<file path="config.mk">
export PLATFORM = sky130hd
export DESIGN_NAME = triple_diffusion_stage_flat
export DESIGN_NICKNAME = d
export VERILOG_FILES = /design/src/rtl/triple_diffusion_stage_if.sv /design/src/rtl/triple_diffusion_stage.sv /design/src/flat_wrapper.sv
export SDC_FILE = /design/constraint.sdc
export NUM_CORES = 1
export LEC_CHECK = 0
export CAP_MARGIN = 15
export CORE_MARGIN = 2
export CORE_UTILIZATION = 51
export DETAILED_ROUTE_END_ITERATION = 16
export GPL_ROUTABILITY_DRIVEN = 1
export PLACE_DENSITY_LB_ADDON = 0.1
export SYNTH_ARGS = -nofsm -noshare
export SYNTH_HDL_FRONTEND = slang
export SYNTH_SLANG_ARGS = --single-unit
</file>
<file path="constraint.sdc">
create_clock -name clk -period 3.8 [get_ports clk]
set_input_delay 1.14 -clock clk [delete_from_list [all_inputs] [get_ports clk]]
set_output_delay 1.14 -clock clk [all_outputs]
set_load 0.01 [all_outputs]
</file>
<file path="src/rtl/triple_diffusion_stage_if.sv">
// Bundle of the signals between the diffusion stage and the blocks around it:
// the start/busy/done controls, the fetch pulse and returned plain triple from
// the memory reader, the keystream triple with its valid/ready pair, and the
// cipher triple with its valid/ready pair.
//   master : the diffusion stage itself
//   slave  : the environment (reader, keystream generator, downstream sink)
interface triple_diffusion_stage_if;
  logic        start;
  logic        enable_read;
  logic [31:0] val1;
  logic [31:0] val2;
  logic [31:0] val3;
  logic [31:0] key1;
  logic [31:0] key2;
  logic [31:0] key3;
  logic        key_valid;
  logic        key_ready;
  logic [31:0] out1;
  logic [31:0] out2;
  logic [31:0] out3;
  logic        out_valid;
  logic        out_ready;
  logic        busy;
  logic        done;

  modport master (
    input  start, val1, val2, val3, key1, key2, key3, key_valid, out_ready,
    output enable_read, key_ready, out1, out2, out3, out_valid, busy, done
  );

  modport slave (
    output start, val1, val2, val3, key1, key2, key3, key_valid, out_ready,
    input  enable_read, key_ready, out1, out2, out3, out_valid, busy, done
  );
endinterface

</file>
<file path="src/rtl/triple_diffusion_stage.sv">
// Chained-XOR diffusion stage. Fetches a plain triple from the memory reader,
// mixes it with a keystream triple so each cipher word depends on every
// earlier word of the image, and offers the result on a valid/ready output.
// Reports done after NUM_TRIPLES triples.
// Ports:
//   clk  - system clock, rising edge
//   rst  - asynchronous, active-low reset
//   bus  - master side of triple_diffusion_stage_if (start/busy/done,
//          reader fetch + val1..3, keystream key1..3 handshake,
//          cipher out1..3 handshake)
//
// state | meaning
// ------+-------------------------------------------------------------
// IDLE  | waiting for start after reset
// FETCH | enable_read high for this one cycle
// CAPT  | reader data valid; latch val1..3
// MIX   | key_ready high; wait for key_valid, compute cipher triple
// HOLD  | out_valid high; wait for out_ready, advance triple count
// DONE  | image complete; done high, last triple held, start restarts
module triple_diffusion_stage #(
  parameter int          NUM_TRIPLES = 900,
  parameter logic [31:0] IV          = 32'h0000_0000,
  // 2**CNT_W must cover NUM_TRIPLES
  parameter int          CNT_W       = 10
) (
  input  logic                       clk,
  input  logic                       rst,
  triple_diffusion_stage_if.master   bus
);

  typedef enum logic [2:0] {IDLE, FETCH, CAPT, MIX, HOLD, DONE} state_t;

  localparam logic [CNT_W-1:0] LAST = CNT_W'(NUM_TRIPLES - 1);

  state_t           state;
  logic [31:0]      p1, p2, p3;
  logic [31:0]      chain;
  logic [CNT_W-1:0] count;
  logic [31:0]      out1_q, out2_q, out3_q;
  logic             enable_read_q, out_valid_q, busy_q, done_q;

  // Each word folds in the previous cipher word, so the chain runs
  // chain -> out1 -> out2 -> out3 -> next triple's chain.
  logic [31:0] c1, c2, c3;
  assign c1 = p1 ^ bus.key1 ^ chain;
  assign c2 = p2 ^ bus.key2 ^ c1;
  assign c3 = p3 ^ bus.key3 ^ c2;

  always_ff @(posedge clk or negedge rst) begin
    if (!rst) begin
      state         <= IDLE;
      p1            <= '0;
      p2            <= '0;
      p3            <= '0;
      chain         <= IV;
      count         <= '0;
      out1_q        <= '0;
      out2_q        <= '0;
      out3_q        <= '0;
      enable_read_q <= 1'b0;
      out_valid_q   <= 1'b0;
      busy_q        <= 1'b0;
      done_q        <= 1'b0;
    end else begin
      enable_read_q <= 1'b0;
      case (state)
        IDLE, DONE: begin
          if (bus.start) begin
            chain         <= IV;
            count         <= '0;
            enable_read_q <= 1'b1;
            busy_q        <= 1'b1;
            done_q        <= 1'b0;
            state         <= FETCH;
          end
        end
        FETCH: state <= CAPT;
        CAPT: begin
          p1    <= bus.val1;
          p2    <= bus.val2;
          p3    <= bus.val3;
          state <= MIX;
        end
        MIX: begin
          if (bus.key_valid) begin
            out1_q      <= c1;
            out2_q      <= c2;
            out3_q      <= c3;
            chain       <= c3;
            out_valid_q <= 1'b1;
            state       <= HOLD;
          end
        end
        HOLD: begin
          if (bus.out_ready) begin
            out_valid_q <= 1'b0;
            if (count == LAST) begin
              // count holds at LAST rather than wrapping
              busy_q <= 1'b0;
              done_q <= 1'b1;
              state  <= DONE;
            end else begin
              count         <= count + CNT_W'(1);
              enable_read_q <= 1'b1;
              state         <= FETCH;
            end
          end
        end
        default: state <= IDLE;
      endcase
    end
  end

  assign bus.enable_read = enable_read_q;
  assign bus.key_ready   = (state == MIX);
  assign bus.out1        = out1_q;
  assign bus.out2        = out2_q;
  assign bus.out3        = out3_q;
  assign bus.out_valid   = out_valid_q;
  assign bus.busy        = busy_q;
  assign bus.done        = done_q;

endmodule

</file>
<file path="src/flat_wrapper.sv">
// flat-port wrapper written by rule: the top's interface ports become plain ports
module triple_diffusion_stage_flat 
#(
  parameter int          NUM_TRIPLES = 900,
  parameter logic [31:0] IV          = 32'h0000_0000,
                                    
  parameter int          CNT_W       = 10
)
  (clk, rst, bus_start, bus_val1, bus_val2, bus_val3, bus_key1, bus_key2, bus_key3, bus_key_valid, bus_out_ready, bus_enable_read, bus_key_ready, bus_out1, bus_out2, bus_out3, bus_out_valid, bus_busy, bus_done);
  triple_diffusion_stage_if bus_i ();
  input  logic clk;
  input  logic rst;
  input wire logic [$bits(bus_i.start)-1:0] bus_start;
  input wire logic [$bits(bus_i.val1)-1:0] bus_val1;
  input wire logic [$bits(bus_i.val2)-1:0] bus_val2;
  input wire logic [$bits(bus_i.val3)-1:0] bus_val3;
  input wire logic [$bits(bus_i.key1)-1:0] bus_key1;
  input wire logic [$bits(bus_i.key2)-1:0] bus_key2;
  input wire logic [$bits(bus_i.key3)-1:0] bus_key3;
  input wire logic [$bits(bus_i.key_valid)-1:0] bus_key_valid;
  input wire logic [$bits(bus_i.out_ready)-1:0] bus_out_ready;
  output wire logic [$bits(bus_i.enable_read)-1:0] bus_enable_read;
  output wire logic [$bits(bus_i.key_ready)-1:0] bus_key_ready;
  output wire logic [$bits(bus_i.out1)-1:0] bus_out1;
  output wire logic [$bits(bus_i.out2)-1:0] bus_out2;
  output wire logic [$bits(bus_i.out3)-1:0] bus_out3;
  output wire logic [$bits(bus_i.out_valid)-1:0] bus_out_valid;
  output wire logic [$bits(bus_i.busy)-1:0] bus_busy;
  output wire logic [$bits(bus_i.done)-1:0] bus_done;
  assign bus_i.start = bus_start;
  assign bus_i.val1 = bus_val1;
  assign bus_i.val2 = bus_val2;
  assign bus_i.val3 = bus_val3;
  assign bus_i.key1 = bus_key1;
  assign bus_i.key2 = bus_key2;
  assign bus_i.key3 = bus_key3;
  assign bus_i.key_valid = bus_key_valid;
  assign bus_i.out_ready = bus_out_ready;
  assign bus_enable_read = bus_i.enable_read;
  assign bus_key_ready = bus_i.key_ready;
  assign bus_out1 = bus_i.out1;
  assign bus_out2 = bus_i.out2;
  assign bus_out3 = bus_i.out3;
  assign bus_out_valid = bus_i.out_valid;
  assign bus_busy = bus_i.busy;
  assign bus_done = bus_i.done;
  triple_diffusion_stage #(.NUM_TRIPLES(NUM_TRIPLES), .IV(IV), .CNT_W(CNT_W)) u_core (.clk(clk), .rst(rst), .bus(bus_i));
endmodule
</file>
==> impl_metrics.csv, run 1 <==
group,metric,value,unit
run_status,outcome,"complete, no violations",
global_route,grt.overflow.total,0,
worst_setup_path,crit_required,2.66,ns
timing,rsz0062_at_grt,"false",
cells_and_area,final_area,15300,um^2
floorplan,fp.dieArea,23100,um^2
worst_setup_path,cp.arrival,1.99,ns
logic_synthesis,yosysMostFrequentCell,"dfrtp_1",
routing,via_count,7287,
logic_synthesis,synth_cell_types,43,
logic_synthesis,syn-cell-area,11200,um^2
logic_synthesis,ys_warn_count,0,
power,leakage,6.67,nW
worst_setup_path,slowest_stage,"dfrtp_1",
clock_tree,clk_pin_slew,0.06,ns
power,internal_power,0.00925,W
placement,dpl_cell_area,14400,um^2
routing,via_per_inst,5.07,
power,p_switching,0.00468,W
placement,hpwl,17800,um
cells_and_area,fin_util,70.6,%
worst_setup_path,crit_fanout,11,
power,seqPwrFrac,32.4,%
logic_synthesis,yosys-top-cells-area,"dfrtp_1, mux2_2, xnor2_1",
logic_synthesis,netlist.top_cell.by_area,"dfrtp_1",
global_route,antenna_found_initial,1,
run,maxCapViolations,0,
worst_hold_path,hp-class,"flop to flop",
floorplan,ios,298,
placement,portBuffers,297,
routing,drtAntennaViolNets,0,
logic_synthesis,async_flop_share,100,%
power,cellPowerDensity,912,nW/um^2
timing,post-route-period-util,82.5,%
logic_synthesis,ys_ff_latch,241,
routing,first_pass_iters,5,
global_route,grt.total_usage,21.7,%
timing,clock_skew,0.0135,ns
clock_tree,clock_path_buffers,3,
clock_tree,cts_resized,0,
timing,hold_viol,0,
placement,routabilityCongestion,0.829,
cells_and_area,syn2layout_area_growth,36.8,%
timing,fmax,319,MHz
timing,worstMarginPinSlew,0.726,ns
power,peakVddDrop,530,uV
floorplan,initial_core_util,51.6,%
power,combinationalPowerShare,50.2,%
timing,slew_headroom,51.6,%
clock_tree,cts_buffers,27,
clock_tree,cts_root_buf,"clkbuf_16",
worst_setup_path,critPathKind,"flop to primary output",
logic_synthesis,syn-instance-count,839,
floorplan,coreArea,21600,um^2
timing,timing.final.crit_period,3.13,ns
logic_synthesis,synth-edff-count,0,
clock_tree,clkLatencyLatePin,0.52,ns
worst_setup_path,crit_path_start_kind,"flop",
clock_tree,cts_tree,"built",
global_route,grt_pass1_vias,7584,
cells_and_area,drive_gt1_share,17.1,%
floorplan,die_x,152,um
logic_synthesis,synthFlopType,"dfrtp_1",
timing,finalSetupTns,0,ns
clock_tree,cts_hold_repair.buffers,0,
clock_tree,cts.sinks,241,
worst_hold_path,min_from,"u_core.bus.out2[4]",
cells_and_area,final_nets,1336,
timing,setup_viol,0,
clock_tree,cts-htree-levels,1,
routing,wl,25100,um
logic_synthesis,synth_top_area_share,54.0,%
routing,wl_per_cell,17.5,um
cells_and_area,regArea,6030,um^2
global_route,grt_max_degree,92,
worst_setup_path,cpPeakStageDelay,0.57,ns
routing,dr.first_iter.drc_count,284,
logic_synthesis,synthTopCellsByCount,"dfrtp_1, mux2_2, nand2_1, xnor2_1, o21ai_0",
worst_setup_path,crit_start,"u_core.state[0]",
cells_and_area,multi_input_area,4910,um^2
floorplan,die_y,152,um
routing,drc,0,
timing,slew_violations,0,
worst_setup_path,reg2reg_setup_slack,1.80,ns
logic_synthesis,seq_area_frac_synth,54.0,%
clock_tree,post-cts-setup-buffers,0,
cells_and_area,fillers,1603,
global_route,grt_pass1_wl,40800,um
floorplan,placementRows,54,
logic_synthesis,syn_nets,1037,
worst_setup_path,crit_path_end_kind,"primary output",
worst_setup_path,crit_chain,"inv_1 -> nor3_1 -> clkdlybuf4s50_1",
power,swShare,33.6,%
logic_synthesis,syn_avg_cell_area,13.3,um^2
power,pwr-share-clk,17.4,%
worst_setup_path,rr_startpoint,"u_core.state[0]",
## cells by family after synthesis
family                   share of synthesized area [%]
XOR/XNOR                                          19.4
AND/OR/NAND/NOR                                   5.62
buffers and inverters                             2.15
flip-flops                                        54.0
adder cells (fa/ha/maj)                          0.112
AO/OA/AOI/OAI                                     6.39
multiplexers                                      12.3
## final timing paths
kind / endpoint / depth (start not counted)
max in group asynchronous: u_core.p3[26] / 2
hold / removal: u_core.bus.out2[4] / 2
hold reg to reg: u_core.bus.out2[4] / 2
min in group asynchronous: u_core.p3[16] / 1
setup reg to reg: u_core.bus.out1[27] / 5
setup / recovery: bus_key_ready / 3
## metal layers
layer / vias up / part of all wire [%] / global-route usage (%)
li1: 3468 / - / -
met1: 3548 / 42 / 28.3
met2: 224 / 48 / 35.8
met3: 47 / 7.3 / 6.56
met4: 0 / 2.6 / 5.83
met5: - / 0 / 0
## critical path, delay by kind of cell (launching register included)
family	cells	cell delay, ns
and+or+nand+nor	1	0.22
buffers and inverters	2	0.67
DFF	1	0.57
## power by group through the flow
| stage | sequential, W | combinational [W] | clock [W] |
|---|---|---|---|
| 3_3_place_gp | 0.00450 | 0.00691 | 0 |
| 2_1_floorplan | 0.00462 | 0.00470 | 0 |
| 6_report | 0.00451 | 0.00699 | 0.00242 |
| 4_1_cts | 0.00451 | 0.00710 | 0.00249 |
| 5_1_grt | 0.00465 | 0.00759 | 0.00258 |
| 3_5_place_dp | 0.00454 | 0.00706 | 0 |
## metrics by stage
step | power (W) | std cells | worst slack (ns) | hold slack (ns)
3_3_place_gp | 0.0114 | 1389 | 0.804 | 0.458
3_5_place_dp | 0.0116 | 1389 | 0.766 | 0.462
2_1_floorplan | 0.00932 | 839 | 1.57 | 0.455
5_1_grt | 0.0148 | 1435 | 0.570 | 0.501
6_report | 0.0139 | 1436 | 0.665 | 0.473
4_1_cts | 0.0141 | 1434 | 0.652 | 0.477
## cell usage in the layout, fill, tap and decap left out, types with 2 or more instances in the layout
master           instances
nor3_4                   2
clkbuf_1                 8
mux2_2                 121
buf_4                    5
nand2_1                103
xor2_1                  43
clkdlybuf4s50_1        296
a21oi_1                  4
nand3_1                  6
a21o_1                   2
o2bb2ai_2                6
inv_1                    4
dfrtp_1                241
clkbuf_16               27
xnor2_2                 13
or3_1                    3
buf_12                   6
o21ai_0                 53
nor2b_1                  2
nand4_1                  2
diode_2                  2
xnor3_1                 33
clkinv_2                 5
xnor2_1                 95
nor2_1                  10
clkbuf_8                 4
o21ai_1                 12
a22o_1                  26
## state kept, by name, indices dropped and copies added, names as in the netlist
register / cells
u_core.bus.busy: 1
u_core.bus.done: 1
u_core.bus.enable_read: 1
u_core.bus.out1: 32
u_core.bus.out2: 32
u_core.bus.out3: 32
u_core.bus.out_valid: 1
u_core.chain: 32
u_core.count: 10
u_core.p1: 32
u_core.p2: 32
u_core.p3: 32
u_core.state: 3
## layout make-up
type / count / area share [%]
Antenna cell: 2 / 0.0328
Inverter: 5 / 0.123
Timing Repair Buffer: 308 / 20.5
Clock buffer: 39 / 4.98
Clock inverter: 6 / 0.361
Tap cell: 280 / 2.29
Sequential cell: 241 / 39.5
Multi-Input combinational cell: 555 / 32.2
No activity file was read; power rests on OpenSTA's default activity.
==> run 2, diff against run 1 <==
--- a/config.mk
+++ b/config.mk
@@ -7,7 +7,7 @@
 export LEC_CHECK = 0
 export CAP_MARGIN = 15
 export CORE_MARGIN = 2
-export CORE_UTILIZATION = 51
+export CORE_UTILIZATION = 49
 export DETAILED_ROUTE_END_ITERATION = 16
 export GPL_ROUTABILITY_DRIVEN = 1
 export PLACE_DENSITY_LB_ADDON = 0.1
==> constraint.sdc (replaced) <==
create_clock -name clk -period 3.14 [get_ports clk]
set_input_delay 0.942 -clock clk [delete_from_list [all_inputs] [get_ports clk]]
set_output_delay 0.942 -clock clk [all_outputs]
set_load 0.01 [all_outputs]
==> impl_metrics.csv, run 2 (synthesized netlist as in run 1, its figures left out) <==
group,metric,value,unit
timing,worstMarginPinSlew,0.685,ns
floorplan,die_y,155,um
power,leakage,6.65,nW
power,swShare,33.3,%
clock_tree,cts_buffers,27,
worst_setup_path,crit_start,"u_core.state[0]",
global_route,grt_pass1_wl,38900,um
cells_and_area,final_nets,1334,
worst_setup_path,cp_num_buf_inv,2,
worst_setup_path,cp.arrival,1.91,ns
power,combinationalPowerShare,50.3,%
global_route,grt_max_degree,137,
timing,slew_violations,0,
power,pwr-share-clk,17.2,%
worst_setup_path,cpPeakStageDelay,0.56,ns
floorplan,ios,298,
routing,via_count,7163,
clock_tree,cts_tree,"built",
timing,slew_headroom,54.3,%
timing,fmax,351,MHz
floorplan,placementRows,55,
worst_setup_path,slowest_stage,"clkdlybuf4s50_1",
worst_setup_path,crit_required,2.20,ns
worst_setup_path,crit_path_start_kind,"flop",
global_route,grt.overflow.total,0,
placement,hpwl,17200,um
global_route,antenna_found_initial,1,
timing,setup_viol,0,
timing,hold_viol,0,
floorplan,fp.dieArea,24000,um^2
power,internal_power,0.0112,W
clock_tree,clk_pin_slew,0.06,ns
placement,dpl_cell_area,14400,um^2
worst_setup_path,reg2reg_setup_slack,1.22,ns
cells_and_area,fin_util,67.7,%
cells_and_area,n_antenna_cell,0,
timing,hold_ws,0.377,ns
worst_hold_path,hp-class,"primary input to async pin",
worst_setup_path,crit_family,"buffers and inverters",
routing,dr.first_iter.drc_count,260,
timing,rsz0062_at_grt,"false",
cells_and_area,final_area,15200,um^2
routing,drtAntennaViolNets,0,
worst_setup_path,ff2ff_path_depth,3,
worst_setup_path,crit_chain,"inv_1 -> nor3_1 -> clkdlybuf4s50_1",
cells_and_area,syn2layout_area_growth,36.6,%
run_status,outcome,"complete, no violations",
worst_setup_path,rr_startpoint,"u_core.state[2]",
clock_tree,clock_path_buffers,3,
clock_tree,cts_resized,0,
clock_tree,cts.sinks,241,
global_route,grt_pass1_vias,7342,
worst_setup_path,timing.rr.end,"u_core.p2[26]",
power,p_switching,0.00558,W
clock_tree,cts_root_buf,"clkbuf_16",
floorplan,coreArea,22500,um^2
routing,drc,0,
clock_tree,clkLatencyLatePin,0.52,ns
floorplan,initial_core_util,49.6,%
power,cellPowerDensity,1100,nW/um^2
routing,wl,24700,um
timing,post-route-period-util,90.8,%
placement,portBuffers,297,
timing,timing.final.crit_period,2.85,ns
worst_setup_path,crit_path_end_kind,"primary output",
worst_setup_path,critPathKind,"flop to primary output",
clock_tree,cts-htree-levels,1,
run,maxCapViolations,0,
cells_and_area,final_common_cell,"clkdlybuf4s50_1",
cells_and_area,layout_common_cells,"clkdlybuf4s50_1, dfrtp_1, mux2_2",
timing,finalSetupTns,0,ns
routing,via_per_inst,5.00,
clock_tree,cts_hold_repair.buffers,0,
power,seqPwrFrac,32.5,%
routing,wl_per_cell,17.2,um
floorplan,die_x,155,um
cells_and_area,drive_gt1_share,16.7,%
clock_tree,post-cts-setup-buffers,0,
routing,first_pass_iters,4,
placement,routabilityCongestion,0.757,
timing,clock_skew,0.00792,ns
global_route,grt.total_usage,20.4,%
power,peakVddDrop,1130,uV
worst_setup_path,crit_fanout,11,
## run 2: power by group through the flow
| stage | sequential, W | clock [W] | combinational, W |
|---|---|---|---|
| 6_report | 0.00543 | 0.00288 | 0.00842 |
| 5_1_grt | 0.00563 | 0.00308 | 0.00912 |
| 4_1_cts | 0.00545 | 0.00295 | 0.00850 |
| 3_5_place_dp | 0.00549 | 0 | 0.00847 |
| 3_3_place_gp | 0.00542 | 0 | 0.00832 |
| 2_1_floorplan | 0.00559 | 0 | 0.00569 |
## run 2: cell type report
type	instances	area [um^2]
multi-input cells	555	4910
well taps	285	357
flip-flops and latches	241	6030
clock buffers	41	788
inverters	5	18.8
fillers	1695	7260
clock inverters	1	5.00
repair buffers	306	3130
## run 2: routing by layer
layer	track usage [%]	up-vias	wire length [um]
li1	-	3456	-
met1	26.0	3455	10300
met2	33.3	213	11500
met3	7.52	39	2360
met4	5.34	0	561
met5	0	-	0
## run 2: how the worst max path moves through the flow
stage,slack [ns],cells after the start,end
after floorplan,1.10,4,u_core.bus.out3[0]
after global placement,0.21,5,u_core.chain[14]
after detailed placement,0.13,5,u_core.chain[18]
after CTS,0.26,3,bus_key_ready
after global routing,0.14,3,bus_key_ready
final,0.29,3,bus_key_ready
## run 2: metrics by stage
stage | instances | total power [W] | worst slack (ns)
floorplan | 839 | 0.0113 | 1.10
global placement | 1391 | 0.0137 | 0.209
detailed placement | 1391 | 0.0140 | 0.132
CTS | 1433 | 0.0169 | 0.259
global route | 1434 | 0.0178 | 0.137
finish | 1434 | 0.0167 | 0.290
